`src/rtl/data_unpack_pkg.sv`:
```
// Shared widths and types for the 32-to-7 bit gearbox.
// Imported by data_unpack; holds no logic.
package data_unpack_pkg;

  localparam int IN_W  = 32;
  localparam int SYM_W = 7;
  localparam int BUF_W = IN_W + SYM_W - 1;

  typedef logic [SYM_W-1:0] sym_t;
  typedef logic [5:0]       cnt_t;

endpackage

```
`src/rtl/data_unpack.sv`:
```
// Width gearbox: 32-bit packet words in, 7-bit symbols out, LSB-first,
// with sop/eop framing kept and a zero-padded flush symbol at packet end.
// Ports: clk, rst (async, active-high); data_in/valid_in/sop_in/eop_in and
// ready_out on the word side; valid_out/sop_out/eop_out/data_out symbols.
module data_unpack
  import data_unpack_pkg::*;
(
  input  logic            clk,
  input  logic            rst,
  input  logic [IN_W-1:0] data_in,
  input  logic            valid_in,
  input  logic            sop_in,
  input  logic            eop_in,
  output logic            ready_out,
  output logic            valid_out,
  output logic            sop_out,
  output logic            eop_out,
  output sym_t            data_out
);

  localparam cnt_t C_SYM = cnt_t'(SYM_W);
  localparam cnt_t C_IN  = cnt_t'(IN_W);

  // Bits at and above r_cnt are always zero, so appends can OR and the
  // flush symbol comes out already zero-padded.
  logic [BUF_W-1:0] r_buf;
  logic [BUF_W-1:0] w_buf_nxt;
  logic [BUF_W-1:0] w_word_ext;
  cnt_t             r_cnt;
  cnt_t             w_cnt_nxt;
  cnt_t             w_base;
  logic             r_sop_pend;
  logic             r_eop_pend;
  logic             w_sop_pend_nxt;
  logic             w_eop_pend_nxt;
  logic             w_accept;
  logic             w_emit;
  logic             w_flush;
  logic             w_vld_nxt;
  logic             w_sop_nxt;
  logic             w_eop_nxt;
  sym_t             w_data_nxt;

  assign ready_out  = (r_cnt < C_SYM) && !r_eop_pend;
  assign w_accept   = valid_in && ready_out;
  assign w_emit     = r_cnt >= C_SYM;
  assign w_flush    = r_eop_pend && (r_cnt != '0) && (r_cnt < C_SYM);

  // sop drops any residual bits from an unterminated previous packet.
  assign w_base     = sop_in ? '0 : r_cnt;
  assign w_word_ext = BUF_W'(data_in) << w_base;

  always_comb begin
    w_buf_nxt      = r_buf;
    w_cnt_nxt      = r_cnt;
    w_sop_pend_nxt = r_sop_pend;
    w_eop_pend_nxt = r_eop_pend;
    w_vld_nxt      = 1'b0;
    w_sop_nxt      = 1'b0;
    w_eop_nxt      = 1'b0;
    w_data_nxt     = data_out;
    if (w_accept) begin
      w_buf_nxt      = (sop_in ? '0 : r_buf) | w_word_ext;
      w_cnt_nxt      = w_base + C_IN;
      w_sop_pend_nxt = r_sop_pend | sop_in;
      w_eop_pend_nxt = eop_in;
    end else if (w_emit) begin
      w_buf_nxt      = r_buf >> SYM_W;
      w_cnt_nxt      = r_cnt - C_SYM;
      w_vld_nxt      = 1'b1;
      w_sop_nxt      = r_sop_pend;
      w_data_nxt     = r_buf[SYM_W-1:0];
      w_sop_pend_nxt = 1'b0;
      // Exact multiple of 7: the last full symbol closes the packet.
      if (r_eop_pend && (r_cnt == C_SYM)) begin
        w_eop_nxt      = 1'b1;
        w_eop_pend_nxt = 1'b0;
      end
    end else if (w_flush) begin
      w_buf_nxt      = '0;
      w_cnt_nxt      = '0;
      w_vld_nxt      = 1'b1;
      w_sop_nxt      = r_sop_pend;
      w_eop_nxt      = 1'b1;
      w_data_nxt     = r_buf[SYM_W-1:0];
      w_sop_pend_nxt = 1'b0;
      w_eop_pend_nxt = 1'b0;
    end
  end

  always_ff @(posedge clk or posedge rst) begin
    if (rst) begin
      r_buf      <= '0;
      r_cnt      <= '0;
      r_sop_pend <= 1'b0;
      r_eop_pend <= 1'b0;
      valid_out  <= 1'b0;
      sop_out    <= 1'b0;
      eop_out    <= 1'b0;
      data_out   <= '0;
    end else begin
      r_buf      <= w_buf_nxt;
      r_cnt      <= w_cnt_nxt;
      r_sop_pend <= w_sop_pend_nxt;
      r_eop_pend <= w_eop_pend_nxt;
      valid_out  <= w_vld_nxt;
      sop_out    <= w_sop_nxt;
      eop_out    <= w_eop_nxt;
      data_out   <= w_data_nxt;
    end
  end

endmodule

```
`config.mk`:
```
export PLATFORM = sky130hd
export DESIGN_NAME = data_unpack
export DESIGN_NICKNAME = d
export VERILOG_FILES = /design/src/rtl/data_unpack_pkg.sv /design/src/rtl/data_unpack.sv
export SDC_FILE = /design/constraint.sdc
export NUM_CORES = 1
export LEC_CHECK = 0
export ABC_AREA = 1
export CAP_MARGIN = 10
export CELL_PAD_IN_SITES_DETAIL_PLACEMENT = 1
export CELL_PAD_IN_SITES_GLOBAL_PLACEMENT = 2
export CORE_UTILIZATION = 28
export DETAILED_ROUTE_END_ITERATION = 8
export GPL_TIMING_DRIVEN = 0
export HOLD_SLACK_MARGIN = 0.15
export PLACE_DENSITY = 0.83
export SLEW_MARGIN = 20
export SYNTH_ARGS = -nofsm -noshare
export SYNTH_HDL_FRONTEND = slang
export SYNTH_SLANG_ARGS = --single-unit
```
`constraint.sdc`:
```
create_clock -name clk -period 2.15 [get_ports clk]
set_clock_uncertainty 0.2 [all_clocks]
set_input_delay 0.43 -clock clk [delete_from_list [all_inputs] [get_ports clk]]
set_output_delay 0.43 -clock clk [all_outputs]
set_load 0.01 [all_outputs]
```
==> impl_summary.md <==
Run status
The flow ran to the end, and the final reports show no timing, DRC or antenna violations.

Placed design
The count of buffers from port buffering is 47. The routability congestion estimate is 0.935. Summed over all nets, the half-perimeter wirelength after detailed placement is about 15000 µm.

The pre-CTS worst setup slack is -0.995 ns. The placed standard-cell area is ~0.005 mm².

Synth
Sorting the synthesized cells by area gives the leading types as dfrtp_1 33%, nand2_1 21%, nand3_1 16%. The biggest area consumer among synthesized cells is dfrtp_1. The number of flip-flops and latches in the synthesized netlist is 56.

Counting flops with a built-in enable in the synthesized netlist gives 0. The net count after synthesis is 730. The mapped cell area is around 0.0043 mm². The top flip-flop cell by instance count after synthesis is dfrtp_1.

The commonest cells after synthesis are 244 x nand2_1, 134 x nand3_1, 60 x inv_1, 56 x dfrtp_1, 33 x o21ai_0. After technology mapping, the gate count stands at around 690. The netlist uses 35 different library cells.

The Yosys step of the flow raised 0 warnings. Sequential cells were found to cover approximately a third of the synthesized design area. The proportion of netlist area held by the largest area contributor is between 30% and 40%. Dividing the synthesized area by the synthesized cell count gives a little over 6 µm². Among all cell types in the netlist, the one instantiated most often is nand2_1. For this run, asynchronously set or reset flops after synthesis account for 100%.

Timing
Setup repair after global routing could not meet its margin everywhere. The number of endpoints with negative hold slack in the final report was 0. The worst-case headroom to the max-slew limit is a little over half. The number of pins exceeding their max-slew limit in the final report is 0. At the pin with the least slew margin, the transition time is slightly above 0.7 ns. The smallest clock period supported by the final layout is computed as about 2.1 ns. Setup violations remaining at the end of the flow were counted as 0. The highest achievable clock rate is between 400 and 500 MHz. The tightest hold path in the finished design has a slack of 0.290 ns. The final critical path takes up a little under 100% of the cycle. The final setup slack of the worst path is about 0.015 ns.

Clocking
The tree is rooted in a clkbuf_16. The TritonCTS clock tree is done. The H-tree was split into 2 levels. The clock sink total is 56. Clock-pin slew was measured on the worst setup and hold paths at 0.07 ns. Buffers inserted during clock tree synthesis total 5. At the later pin of the worst-skew pair, clock insertion delay measures ~0.30 ns. The maximum clock insertion buffer count is 2. For this design, the CTS-stage hold fixing added 0 buffers.

Critical path
STA classifies the critical path startpoint as a flip-flop. The element type at the critical path end is a flip-flop. The critical path contains buffers and inverters numbering 3 combined.

The required time of the critical path is between 2 and 2.5 ns. The highest-delay cell along the critical path is dfrtp_1. Data arrives at the worst endpoint at between 2 and 2.5 ns. The type of the setup path with the least slack is flip-flop to flip-flop. The cell type with the highest occurrence count on the critical path is o21ai_4. On the worst path, the slowest cell contributes a delay of about 0.40 ns.

The maximum fanout count along the critical path is 6. Grouping stages by cell kind, the critical path spends the most delay in compound AO/OA/AOI/OAI gates. Walking the worst path, the cells encountered are buf_6 -> nand2_4 -> buf_8 -> clkbuf_16 -> o21ai_4 -> nand2_2 -> nand3_2 -> o21ai_4 -> o211ai_1 -> nand3b_1.

Global route
The wire length of the first global-routing pass is 29600 µm. The number of antenna violations at the first check in global routing came to 0. The global router's overall resource usage is about a quarter. The via count of the first global-routing pass is 5300.

Summed over all layers, the global routing overflow is 0. Entering global routing, the biggest net connects 57 pins.

Flow run
Across the run, the number of max-cap violations was 0.

Power and ir drop
The leakage power is approximately 2.9 nW. The total power divided by cell area is around 1300 mW/mm². The peak ir drop on the vdd network is between 0.4 and 0.5 mV. The total power is between 8 and 9 mW.

Route
The final route contains roughly 5200 vias. The detail route stage leaves a number of antenna-violating nets equal to 0. Summed over all layers, the routed wires come to between 15000 and 20000 µm. The ratio of routed vias to standard cells is between 5 and 6.

The number of DRC violations after detailed-routing iteration 0 is 272. The count of TritonRoute iterations in the first routing pass is 6. The remaining routing DRC violations is 0.

After detailed routing, the average wire length per cell comes to 20.0 µm.

Floorplan
The site row count is 44. The floorplan step defined a core boundary enclosing roughly 0.015 mm². The vertical extent of the die is 126 µm. The die covers 0.0159 mm². For this configuration, the core starts out at a cell density of around 29%. The top-level port count is between 40 and 50. The die span in x is 126 µm.

Final layout
Cells with a size suffix above 1 make up between 20% and 30% of the layout. The post-route cell area is between 0.006 and 0.007 mm². Cells fill between 40% and 50% of the core in the end.

The area growth from synthesis to final layout is 41.0%. The number of nets at the end of the flow is a little over 800. The antenna diode count is 0.

Hold path
The class of the tightest hold or removal check is flip-flop to flip-flop.
routing by layer:
| layer | vias to the layer above | global-route usage, % | wire (µm) |
|---|---|---|---|
| li1 | 2455 | - | - |
| met1 | 2609 | 33.5 | 8850 |
| met2 | 134 | 40.4 | 9080 |
| met3 | 19 | 3.06 | 959 |
| met4 | 0 | 4.89 | 259 |
| met5 | - | 0 | 0 |
through the flow:
stage / TNS (ns) / std cells
2_1_floorplan: 0 / 691
6_report: 0 / 958
5_1_grt: -0.697 / 958
4_1_cts: -0.105 / 943
3_3_place_gp: -81.76 / 922
3_5_place_dp: -32.79 / 922
where the power goes:
part / switching [mW] / internal [mW] / total (mW)
Sequential: 0.263 / 1.42 / 1.68
Combinational: 3.46 / 2.06 / 5.52
Clock: 0.391 / 0.437 / 0.828
area by class of cell:
class	instances	area, µm²
Buffer	38	313
Clock buffer	7	133
Clock inverter	1	8.76
Fill cell	1859	8690
Inverter	67	268
Multi-Input combinational cell	530	2950
Sequential cell	56	1410
Tap cell	184	230
Timing Repair Buffer	75	757
path summary, 6_finish.rpt:
kind	from	end	slack [ns]	depth (start not counted)
setup / recovery	r_cnt[0]$_DFFE_PP0P_	r_buf[20]$_DFFE_PP0P_	0.02	10
hold / removal	r_buf[6]$_DFFE_PP0P_	data_out[6]$_DFFE_PP0P_	0.29	2
setup reg to reg	r_cnt[0]$_DFFE_PP0P_	r_buf[20]$_DFFE_PP0P_	0.02	10
hold reg to reg	r_buf[6]$_DFFE_PP0P_	data_out[6]$_DFFE_PP0P_	0.29	2
max in group asynchronous	rst	r_cnt[4]$_DFFE_PP0P_	0.84	2
min in group asynchronous	rst	valid_out$_DFF_PP0_	0.41	2
worst min-delay path, stage by stage, from the launching register on:
cell	delay, ns
dfrtp_1	0.35
nand2_1	0.06
nand2_1	0.05
sequential cells by signal, summed over array words and instances, names as in the netlist:
name        flops
valid_out       1
r_sop_pend      1
sop_out         1
r_eop_pend      1
r_buf          38
r_cnt           6
data_out        7
eop_out         1
kinds of logic after synthesis:
group / count (synthesis) / synth area share [%]
AND/OR/NAND/NOR: 414 / 41.6
AO/OA/AOI/OAI: 114 / 15.2
adder cells (fa/ha/maj): 2 / 0.581
flip-flops: 56 / 32.6
buffers and inverters: 105 / 10.1
placed cells by master (no fill, tap or decap), drive strengths merged, types with 19 or more instances in the layout:
| master | instances |
|---|---|
| a21oi | 24 |
| buf | 49 |
| clkbuf | 25 |
| clkdlybuf4s50 | 45 |
| dfrtp | 56 |
| inv | 66 |
| nand2 | 248 |
| nand3 | 135 |
| nor2 | 19 |
| o21ai | 57 |
what timing repair did:
item                       CTS  global route
buffers inserted            13            12
gates cloned                 0             4
setup endpoints to repair   54            43
pin swaps                    6            21
gates resized for setup     78           133
Power figures use the tool's default switching activity.
